--- src/rtl/wjx1_dec_seq_pkg.sv ---
// rtl/wjx1_dec_seq_pkg.sv - shared WJX1 core defines: prefix marker and issue-sequencer state encodings
package wjx1_dec_seq_pkg;

  localparam logic [7:0] WJX1_PFX_MARK = 8'h8E;

  localparam logic [1:0] DSQ_ST_EMPTY = 2'd0;
  localparam logic [1:0] DSQ_ST_ISSUE = 2'd1;
  localparam logic [1:0] DSQ_ST_HOLD  = 2'd2;
  localparam logic [1:0] DSQ_ST_FLUSH = 2'd3;

  typedef enum logic [1:0] {
    ST_EMPTY = DSQ_ST_EMPTY,
    ST_ISSUE = DSQ_ST_ISSUE,
    ST_HOLD  = DSQ_ST_HOLD,
    ST_FLUSH = DSQ_ST_FLUSH
  } dsq_state_e;

  function automatic logic is_prefix(input logic [15:0] half);
    return half[15:8] == WJX1_PFX_MARK;
  endfunction

endpackage

--- src/rtl/wjx1_dec_seq_len.sv ---
// rtl/wjx1_dec_seq_len.sv - combinational length/prefix/trap extractor for a 32-bit fetch window
// Prefix handling is enabled by WJX1_DECSEQ_PFX_EN; otherwise every window is a 16-bit word.
module wjx1_dec_seq_len
  import wjx1_dec_seq_pkg::*;
(
  input  logic [31:0] fetch_word_i,
  output logic [23:0] word_o,
  output logic [2:0]  step_o,
  output logic        trap_o
);

  logic [15:0] h0;
  logic [15:0] h1;

  assign h0 = fetch_word_i[15:0];
  assign h1 = fetch_word_i[31:16];

`ifdef WJX1_DECSEQ_PFX_EN
  // A second marker in the payload is still issued as one 4-byte word, flagged as malformed.
  always_comb begin
    word_o = {8'h00, h0};
    step_o = 3'd2;
    trap_o = 1'b0;
    if (is_prefix(h0)) begin
      word_o = {h0[7:0], h1};
      step_o = 3'd4;
      trap_o = is_prefix(h1);
    end
  end
`else
  logic unused_h1;

  assign unused_h1 = ^h1;
  assign word_o    = {8'h00, h0};
  assign step_o    = 3'd2;
  assign trap_o    = 1'b0;
`endif

endmodule

--- src/rtl/wjx1_dec_seq.sv ---
// rtl/wjx1_dec_seq.sv - WJX1 issue sequencer: splits fetch windows, drives istrWord, tracks hold/flush
// Optional prefix support selected by WJX1_DECSEQ_PFX_EN (see wjx1_dec_seq_len).
module wjx1_dec_seq
  import wjx1_dec_seq_pkg::*;
#(
  parameter logic decTwoStage = 1'b1
) (
  input  logic        clock,
  input  logic        reset,
  input  logic [31:0] fetchWord,
  input  logic        fetchValid,
  input  logic [31:0] fetchPc,
  output logic        fetchReady,
  output logic [2:0]  fetchStep,
  output logic [23:0] istrWord,
  input  logic        exHold,
  input  logic        flush,
  output logic        idValid,
  output logic [31:0] idPc,
  output logic        idTrap
);

  dsq_state_e  state_q, state_d;
  logic [23:0] word_b_q;
  logic [31:0] pc_b_q;
  logic        v_b_q;
  logic        trap_b_q;

  logic [23:0] a_word;
  logic [2:0]  a_step;
  logic        a_trap;

  wjx1_dec_seq_len u_len (
    .fetch_word_i (fetchWord),
    .word_o       (a_word),
    .step_o       (a_step),
    .trap_o       (a_trap)
  );

  assign fetchStep = a_step;

  always_ff @(posedge clock or negedge reset) begin
    if (!reset) begin
      state_q <= ST_EMPTY;
    end else begin
      state_q <= state_d;
    end
  end

  always_comb begin
    state_d    = state_q;
    fetchReady = fetchValid & ~exHold & ~flush & (state_q != ST_FLUSH);
    istrWord   = 24'h0;
    // Decoders have no enable, so a held word must be re-driven to keep their outputs stable.
    if (exHold && v_b_q) begin
      istrWord = word_b_q;
    end else if (fetchValid) begin
      istrWord = a_word;
    end
    case (state_q)
      ST_EMPTY: if (fetchReady) state_d = ST_ISSUE;
      ST_ISSUE: begin
        if (exHold)          state_d = ST_HOLD;
        else if (!fetchReady) state_d = ST_EMPTY;
      end
      ST_HOLD: begin
        if (!exHold) state_d = fetchReady ? ST_ISSUE : ST_EMPTY;
      end
      ST_FLUSH: state_d = ST_EMPTY;
      default:  state_d = ST_EMPTY;
    endcase
    if (flush) state_d = ST_FLUSH;
  end

  always_ff @(posedge clock or negedge reset) begin
    if (!reset) begin
      word_b_q <= 24'h0;
      pc_b_q   <= 32'h0;
      v_b_q    <= 1'b0;
      trap_b_q <= 1'b0;
    end else if (flush) begin
      v_b_q    <= 1'b0;
      trap_b_q <= 1'b0;
    end else if (!exHold) begin
      word_b_q <= a_word;
      pc_b_q   <= fetchPc;
      v_b_q    <= fetchReady;
      trap_b_q <= a_trap & fetchReady;
    end
  end

  assign idValid = decTwoStage ? v_b_q    : fetchReady;
  assign idPc    = decTwoStage ? pc_b_q   : (fetchReady ? fetchPc : 32'h0);
  assign idTrap  = decTwoStage ? trap_b_q : (fetchReady & a_trap);

endmodule
--- config.mk ---
export PLATFORM = sky130hd
export DESIGN_NAME = wjx1_dec_seq
export DESIGN_NICKNAME = d
export VERILOG_FILES = /design/src/rtl/wjx1_dec_seq_pkg.sv /design/src/rtl/wjx1_dec_seq_len.sv /design/src/rtl/wjx1_dec_seq.sv
export SDC_FILE = /design/constraint.sdc
export NUM_CORES = 1
export LEC_CHECK = 0
export ABC_AREA = 1
export BUFFER_PORTS_ARGS = -buffer_cell sky130_fd_sc_hd__buf_2
export CORE_MARGIN = 2
export CORE_UTILIZATION = 44
export CTS_CLUSTER_SIZE = 16
export DETAILED_ROUTE_END_ITERATION = 12
export GPL_TIMING_DRIVEN = 0
export PLACE_DENSITY_LB_ADDON = 0.15
export SYNTH_ARGS = -nofsm -noshare
export SYNTH_HDL_FRONTEND = slang
export SYNTH_SLANG_ARGS = --single-unit
--- constraint.sdc ---
create_clock -name clock -period 1.2 [get_ports clock]
set_input_delay 0.12 -clock clock [delete_from_list [all_inputs] [get_ports clock]]
set_output_delay 0.12 -clock clock [all_outputs]
set_load 0.02 [all_outputs]
# --- Word level (Yosys, flattened, before mapping) ---
# Cells that the tools add are included.
totals:
  ff_bits: 52
  in_bits: 69
  out_inout_bits: 62
  word_cells: 35
op_classes:
  eq_ne: 8
  muxes: 13
  bitwise: 5
  n_reduce_logical: 4
op_table:
  columns: ["operator", "count"]
  rows:
  - ["$mux 16", 2]
  - ["$mux 2", 5]
  - ["$pmux 2 s4", 1]
  - ["$ne 3x3->1 const B", 2]
  - ["$mux 1", 5]
  - ["$eq 2x2->1 const B", 2]
  - ["$ne 4x4->1 const B", 1]
  - ["$and 1x1->1", 3]
  - ["$reduce_and 3->1", 1]
  - ["$eq 2x1->1 const B", 1]
  - ["$logic_not 2->1", 1]
  - ["$ne 2x1->1 const B", 1]
  - ["$ne 2x2->1 const B", 1]
  - ["$not 1->1", 2]
  - ["$reduce_and 2->1", 1]
  - ["$logic_and 1x1->1", 1]

# --- Depth between registers and ports, before layout ---
# Gate-level depths: netlist of the first run.
logic_depth:
  word_depth: 8
  mapped_depth: 6

# --- By module ---
# A second synthesis of the first run with hierarchy kept.
unflattened:
  cells_unflattened: 348
  area_unflattened_um2: 2927.8
modules_own_cells:
  columns: ["mod", "instances", "cells_per_inst", "area_per_inst_um2", "seq_area_each_um2"]
  rows:
  - ["wjx1_dec_seq", 1, 318, 2710.1, 1501.4]
  - ["wjx1_dec_seq_len", 1, 30, 217.7, 0.0]

# --- Least setup slack after synthesis of the first run ---
# No wires, ideal clock.
synth_path:
  kind: "register to output"
  startpoint: "reg v_b_q (netlist: idValid)"
  endpoint: "out istrWord[0]"
  arrival_ps: 1252
  path_slack_ps: -172
  path_stages_with_launch: 4
  cell_sequence: "dfrtp_1 > nand2_1 > clkbuf_1 > o21ai_0"
synth_between:
  elab_chain_len: 2
synth_rtl:
  columns: ["item", "line_no", "text"]
  rows:
  - ["start: declaration", "wjx1_dec_seq.sv:26", "logic v_b_q;"]
  - ["start signal: assignment", "wjx1_dec_seq.sv:87", "v_b_q <= fetchReady;"]
  - ["$logic_and 1x1->1", "wjx1_dec_seq.sv:55", "if (exHold && v_b_q) begin"]
  - ["$mux 16", "wjx1_dec_seq.sv:55", null]
  - ["end: declaration", "wjx1_dec_seq.sv:15", "output logic [23:0] istrWord,"]
# No other way between the ends.

# --- Final worst setup path of the first run ---
layout_path:
  startpoint: "reg v_b_q (netlist: idValid)"
  endpoint: "out istrWord[14]"
# The elaborated chain is that of the path after synthesis.

==> metrics.md, run 1 <==
| Metric | Value |
|---|---|
| CTS tree | done |
| Hold Path Stages | 3 |
| PnR worst setup slack | -0.205 ns |
| Initial Util | 0.459 |
| Gr usage total | 0.199 |
| Critical path endpoint category | output port |
| Worst Tran Pin Value | 1.12 ns |
| Worst Path Arrival | 1.28 ns |
| FP Rows | 26 |
| DR WL/cell | 12.4 um |
| Layout cells sized above 1 | 0.435 |
| CTS Sinks | 51 |
| Final period utilization | 1.17 |
| Skew-Pair Late Insertion Delay | 0.30 ns |
| Failing checks | negative setup slack |
| Hold path endpoint | idPc[1] |
| Final GP Congestion | 0.760 |
| Status | finished with violations |
| Core area | 5140 um^2 |
| Syn avg cell area | 8.55 um^2 |
| Vias in the first global route | 2,143 |
| Final setup fails | 16 |
| #FFs+latches synth | 51 |
| Post-synthesis sequential area ratio | 0.541 |
| Max H-tree Level | 2 |
| Hold Path Class | input port to flip-flop |
| Pleak | 1.85 nW |
| Max Freq | 712 MHz |
| Die H | 77.3 um |
| Starting DRT DRC Count | 112 |
| Reg-to-reg critical path startpoint | state_q[0] |
| Critical R2R Capture | state_q[1] |
| Setup_tns | -2.94 ns |
| Unique masters post-synth | 14 |
| Num CTS Buffers | 5 |
| Via count | 2,222 |
| Cell area after synthesis | 2360 um^2 |
| DRC errors left | 0 |
| Top post-synthesis cells by area | dfrtp_1, nand2_1, o21ai_0 |
| Worst hold slack | 0.00912 ns |
| Clock skew | 0.00441 ns |
| Synthesis Warnings | 0 |
| Antenna diode count | 0 |
| GR Overflow Total | 0 |
| Port Buffers | 100 |
| Peak supply drop | 815 uV |
| Antenna Nets Post-Route | 0 |
| Chip Width | 77.3 um |
| Max FO, Critical Path | 7 |
| I/O pin count | 131 |
| CTS max path bufs | 2 |
| Finished layout cell area | 3400 um^2 |
| Synthesis-to-layout area growth | 44.1% |
| Vias per cell | 4.71 |
| Post-placement cell area | 3010 um^2 |
| Worst reg2reg path depth | 4 |
| Initial antenna violation count | 0 |
| Kind of critical path | flip-flop to output port |
| 1st-pass router iterations | 4 |
| Root Driver | clkbuf_8 |
| Largest net degree at the start of global routing | 52 |
| P per Cell Area | 1270 nW/um^2 |
| Cells after synthesis | 276 |
| Post-place setup slack | -0.141 ns |
| Detailed placement HPWL | 3.91 mm |
| Headroom to the max-slew limit | 0.255 |
| Global-route wire length before repair | 9.60 mm |
| Final WL | 5.85 mm |
| RSZ-0062 raised after global routing | true |
| Final Max Slew Viols | 0 |
| Die ar. | 5970 um^2 |
| Fin. Hold Viols | 0 |
| Worst EP required | 1.08 ns |
| Worst Hold Launch | fetchPc[1] |
| Max Cap Violations | 0 |
| Final min period | 1.40 ns |
| Post-synth top area cell | dfrtp_1 |
| Reg2Reg Setup Slack | 0.40 ns |
| Layout net count | 470 |
| Yosys top cell area share | 0.541 |
| CP Launch Type | flip-flop |
| Clk pin slew, worst setup/hold paths | 0.10 ns |
==> critical path: stages, from the launching register on <==
cell,delay [ns]
dfrtp_1,0.41
nand2_4,0.12
buf_2,0.21
o21ai_2,0.08
buf_4,0.15
==> placed cells by master (no fill, tap or decap), drive strengths merged <==
cell type / count
dfrtp: 51
o21ai: 64
bufinv: 1
nand3: 19
dlygate4sd3: 3
inv: 20
nor2: 3
nand2: 86
buf: 128
conb: 12
clkinv: 2
clkbuf: 13
==> worst max path at each step <==
stage          cells after the start           end  slack, ns    start
2_1_floorplan                      3   istrWord[0]      -0.06  idValid
3_3_place_gp                       4   istrWord[2]      -0.16  idValid
3_5_place_dp                       4   istrWord[1]      -0.14  idValid
4_1_cts                            5  istrWord[11]      -0.21  idValid
5_1_grt                            5  istrWord[10]      -0.28  idValid
6_report                           4  istrWord[14]      -0.20  idValid
==> power by group <==
group | switching (W) | internal [W]
clock network | 0.000566 | 0.000621
logic | 0.000690 | 0.000428
registers | 0.0000837 | 0.00193
total | 0.00134 | 0.00297
==> registers in the layout, indices dropped and copies added (netlist names) <==
name      cells
word_b_q     16
idPc         32
state_q       2
idValid       1
==> synthesized netlist by cell type <==
master,instances
o21ai_2,8
buf_6,6
buf_2,4
o21ai_1,4
nand3_1,19
nand2_1,86
inv_1,20
clkbuf_1,8
nor2_1,2
o21ai_0,52
nor2_4,1
conb_1,2
dfrtp_1,51
buf_4,13
==> what timing repair did <==
action                                  4_1_cts  5_1_grt
pin swaps                                     1        2
cloned                                        2        0
endpoints found under the hold margin         3        0
endpoints found under the setup margin       17       17
hold buffers                                  3        0
buffers inserted                              3        0
resized for setup                            31       33
==> metrics by stage <==
| stage | total power [W] | util | instances |
|---|---|---|---|
| 2_1_floorplan | 0.00267 | - | 286 |
| 3_3_place_gp | 0.00304 | 0.585 | 456 |
| 3_5_place_dp | 0.00306 | 0.585 | 456 |
| 4_1_cts | 0.00431 | 0.636 | 472 |
| 5_1_grt | 0.00455 | 0.662 | 472 |
| 6_report | 0.00431 | 0.662 | 472 |
==> cells by family after synthesis <==
| group | synth area share |
|---|---|
| compound gates | 0.148 |
| buf+inv | 0.123 |
| flops | 0.541 |
| other cells | 0.00318 |
| simple gates | 0.185 |
==> metal layers <==
| metal | GRT usage | part of all wire |
|---|---|---|
| met4 | 0.0571 | 0.010 |
| met1 | 0.244 | 0.44 |
| met2 | 0.343 | 0.49 |
| met5 | 0 | 0 |
| met3 | 0.0541 | 0.069 |
==> layout make-up <==
| class | count | area [um^2] |
|---|---|---|
| fill | 456 | 1740 |
| sequential | 51 | 1280 |
| multi-input combinational | 184 | 955 |
| timing repair buffer | 108 | 657 |
| buffer | 31 | 239 |
| tap | 70 | 87.6 |
| inverter | 20 | 75.1 |
| clock buffer | 5 | 68.8 |
| clock inverter | 3 | 43.8 |
Power figures use the tool's default switching activity.
==> run 2, diff against run 1 <==
- CORE_MARGIN: 2 -> 8
- CORE_UTILIZATION: 44 -> 47
- SYNTH_HIERARCHICAL: default -> 1
==> metrics.md, run 2 <==
| Metric | Value |
|---|---|
| Via count | 2,849 |
| Global-route wire length before repair | 14.0 mm |
| Vias per cell | 4.85 |
| Core area | 5960 um^2 |
| Die ar. | 9010 um^2 |
| Count leader, synth | nand2_1 |
| Worst Tran Pin Value | 0.776 ns |
| Pleak | 2.32 nW |
| M2 GR Usage | 0.330 |
| Port Buffers | 92 |
| Top post-synthesis cells by area | dfrtp_1, o21ai_0, nand2_1 |
| Final GP Congestion | 0.740 |
| Crit path buffers/inverters | 3 |
| DRC errors left | 0 |
| Slowest-stage cell, CP | dfrtp_1 |
| Layout cells sized above 1 | 0.359 |
| Most frequent cells in the layout | nand2_1, buf_2, dfrtp_1, buf_4, o21ai_0 |
| Root Driver | clkbuf_8 |
| DR WL/cell | 14.6 um |
| CTS max path bufs | 2 |
| Clock skew | 0.00970 ns |
| RSZ-0062 raised after global routing | true |
| Final WL | 8.61 mm |
| Non-filler cells, final | 588 |
| Worst EP required | 1.08 ns |
| Unique masters post-synth | 17 |
| Starting DRT DRC Count | 95 |
| Max H-tree Level | 3 |
| Ys async rst share | 1.00 |
| Die H | 94.9 um |
| Syn avg cell area | 8.41 um^2 |
| Skew-Pair Late Insertion Delay | 0.34 ns |
| Largest net degree at the start of global routing | 61 |
| Reg2Reg Setup Slack | 0.14 ns |
| Num CTS Buffers | 9 |
| Met1 Use GR | 0.230 |
| Status | finished with violations |
| Antenna Nets Post-Route | 0 |
| Max Freq | 647 MHz |
| Final period utilization | 1.29 |
| Max Cap Violations | 0 |
| Top delay family on crit path | flip-flops |
| CP Launch Type | flip-flop |
| Seq pwr share | 0.450 |
| Headroom to the max-slew limit | 0.483 |
| Max FO, Critical Path | 8 |
| GR Overflow Total | 0 |
| Post-synth top area cell | dfrtp_1 |
| Peak-usage layer in the global routing report | met2 |
| Synthesis Warnings | 6 |
| 1st-pass router iterations | 4 |
| P per Cell Area | 1200 nW/um^2 |
| Synthesis-to-layout area growth | 48.8% |
| Gr usage total | 0.199 |
| Layout net count | 579 |
| Peak supply drop | 827 uV |
| CP dominant cell by count | buf_8 |
| Failing checks | negative setup slack |
| Final min period | 1.55 ns |
| Int Pwr | 0.00360 W |
| CTS Sinks | 60 |
| Detailed placement HPWL | 5.41 mm |
| PnR worst setup slack | -0.345 ns |
| Clk pin slew, worst setup/hold paths | 0.07 ns |
| Clock power share | 0.292 |
| Vias in the first global route | 2,920 |
| Switching part of the total | 0.314 |
| Initial antenna violation count | 0 |
| Post-synthesis sequential area ratio | 0.513 |
| Most used flip-flop cell after synthesis | dfrtp_1 |
| Max reg flops | 32 |
| Initial Util | 0.492 |
| Kind of critical path | flip-flop to output port |
| Fin. Hold Viols | 0 |
| Setup_tns | -6.97 ns |
| #FFs+latches synth | 60 |
| Cells after synthesis | 348 |
| Chip Width | 94.9 um |
| Most common cell after layout, fill and taps aside | nand2_1 |
| Logic gate share of total power | 0.257 |
| Yosys top cell area share | 0.513 |
| Total power | 0.00525 W |
| I/O pin count | 131 |
| FP Rows | 28 |
| Number of synthesized flops with an enable pin | 0 |
| Final Max Slew Viols | 0 |
| Cell area after synthesis | 2930 um^2 |
| Worst Path Arrival | 1.43 ns |
| Worst path max stage delay | 0.42 ns |
| Critical path endpoint category | output port |
| Antenna diode count | 0 |
| Hold Path Class | input port to flip-flop |
| Dpl cells | 525 |
| Crit path cell chain | nand2_4, buf_8, buf_8, nand3_2, o21ai_2, buf_6 |
| P_sw | 0.00165 W |
| Met3 Usage GRT | 0.0667 |
| Commonest cells post-synth | nand2_1, o21ai_0, dfrtp_1 |
| Final setup fails | 25 |
| CTS tree | done |
## run 2: changes by cell type after synthesis, sizes merged
cell,previous run,this run
dfrtp,51,60
nand3,19,27
buf,23,44
nand2,86,94
nand4,0,1
o21ai,64,81
inv,20,28
## run 2: cell families (layout without fill, tap and decap cells)
family | count (synthesis) | in the layout | synth area share
other cells | 2 | 12 | 0.00257
flops | 60 | 60 | 0.513
buf+inv | 80 | 235 | 0.159
simple gates | 125 | 125 | 0.181
compound gates | 81 | 81 | 0.145
## run 2: layer usage
layer	share of wire	vias up
li1	-	1394
met1	0.41	1358
met2	0.50	85
met3	0.076	12
met4	0.016	0
met5	0	-
## run 2: final timing paths
path / start / to / cells past startpoint
setup / recovery: idValid / istrWord[0] / 6
hold / removal: fetchWord[6] / word_b_q[6] / 3
setup reg to reg: idValid / idValid / 5
hold reg to reg: idTrap / idTrap / 2
max in group asynchronous: reset / idPc[0] / 2
min in group asynchronous: reset / word_b_q[15] / 2
## run 2: area by class of cell
class / instances / area, um^2
multi-input cells: 218 / 1080
plain buffers: 52 / 382
fillers: 459 / 1600
inverters: 28 / 105
clock inverters: 3 / 15.0
repair buffers: 141 / 1040
flip-flops and latches: 60 / 1500
well taps: 75 / 93.8
clock buffers: 11 / 141
## run 2: what timing repair did
action / 4_1_cts / 5_1_grt
endpoints found under the setup margin: 25 / 26
pin swaps: 1 / 1
gates resized for setup: 40 / 40
hold buffers: 41 / 1
hold endpoints to repair: 41 / 60
setup buffers: 6 / 1
## run 2: worst reg2reg max path: cells and delay by family, from the launching register on
kind	cells	cell delay [ns]
compound gates	1	0.09
buf+inv	3	0.41
flops	1	0.40
simple gates	1	0.09
## run 2: stage by stage
step	instance area [um^2]	util	hold WS, ns	setup slack (ns)
final	4360	0.732	0.0156	-0.345
after global routing	4360	0.732	0.0133	-0.424
after CTS	4220	0.708	0.00219	-0.343
after detailed placement	3520	0.591	0.325	-0.170
after global placement	3520	0.591	0.320	-0.172
after floorplan	2970	-	-0.176	-0.129
## run 2: power by group through the flow
stage	clock (W)	sequential, W	combinational, W
2_1_floorplan	0	0.00256	0.000540
3_3_place_gp	0	0.00239	0.00111
3_5_place_dp	0	0.00239	0.00113
4_1_cts	0.00157	0.00236	0.00129
5_1_grt	0.00165	0.00239	0.00149
6_report	0.00154	0.00236	0.00135
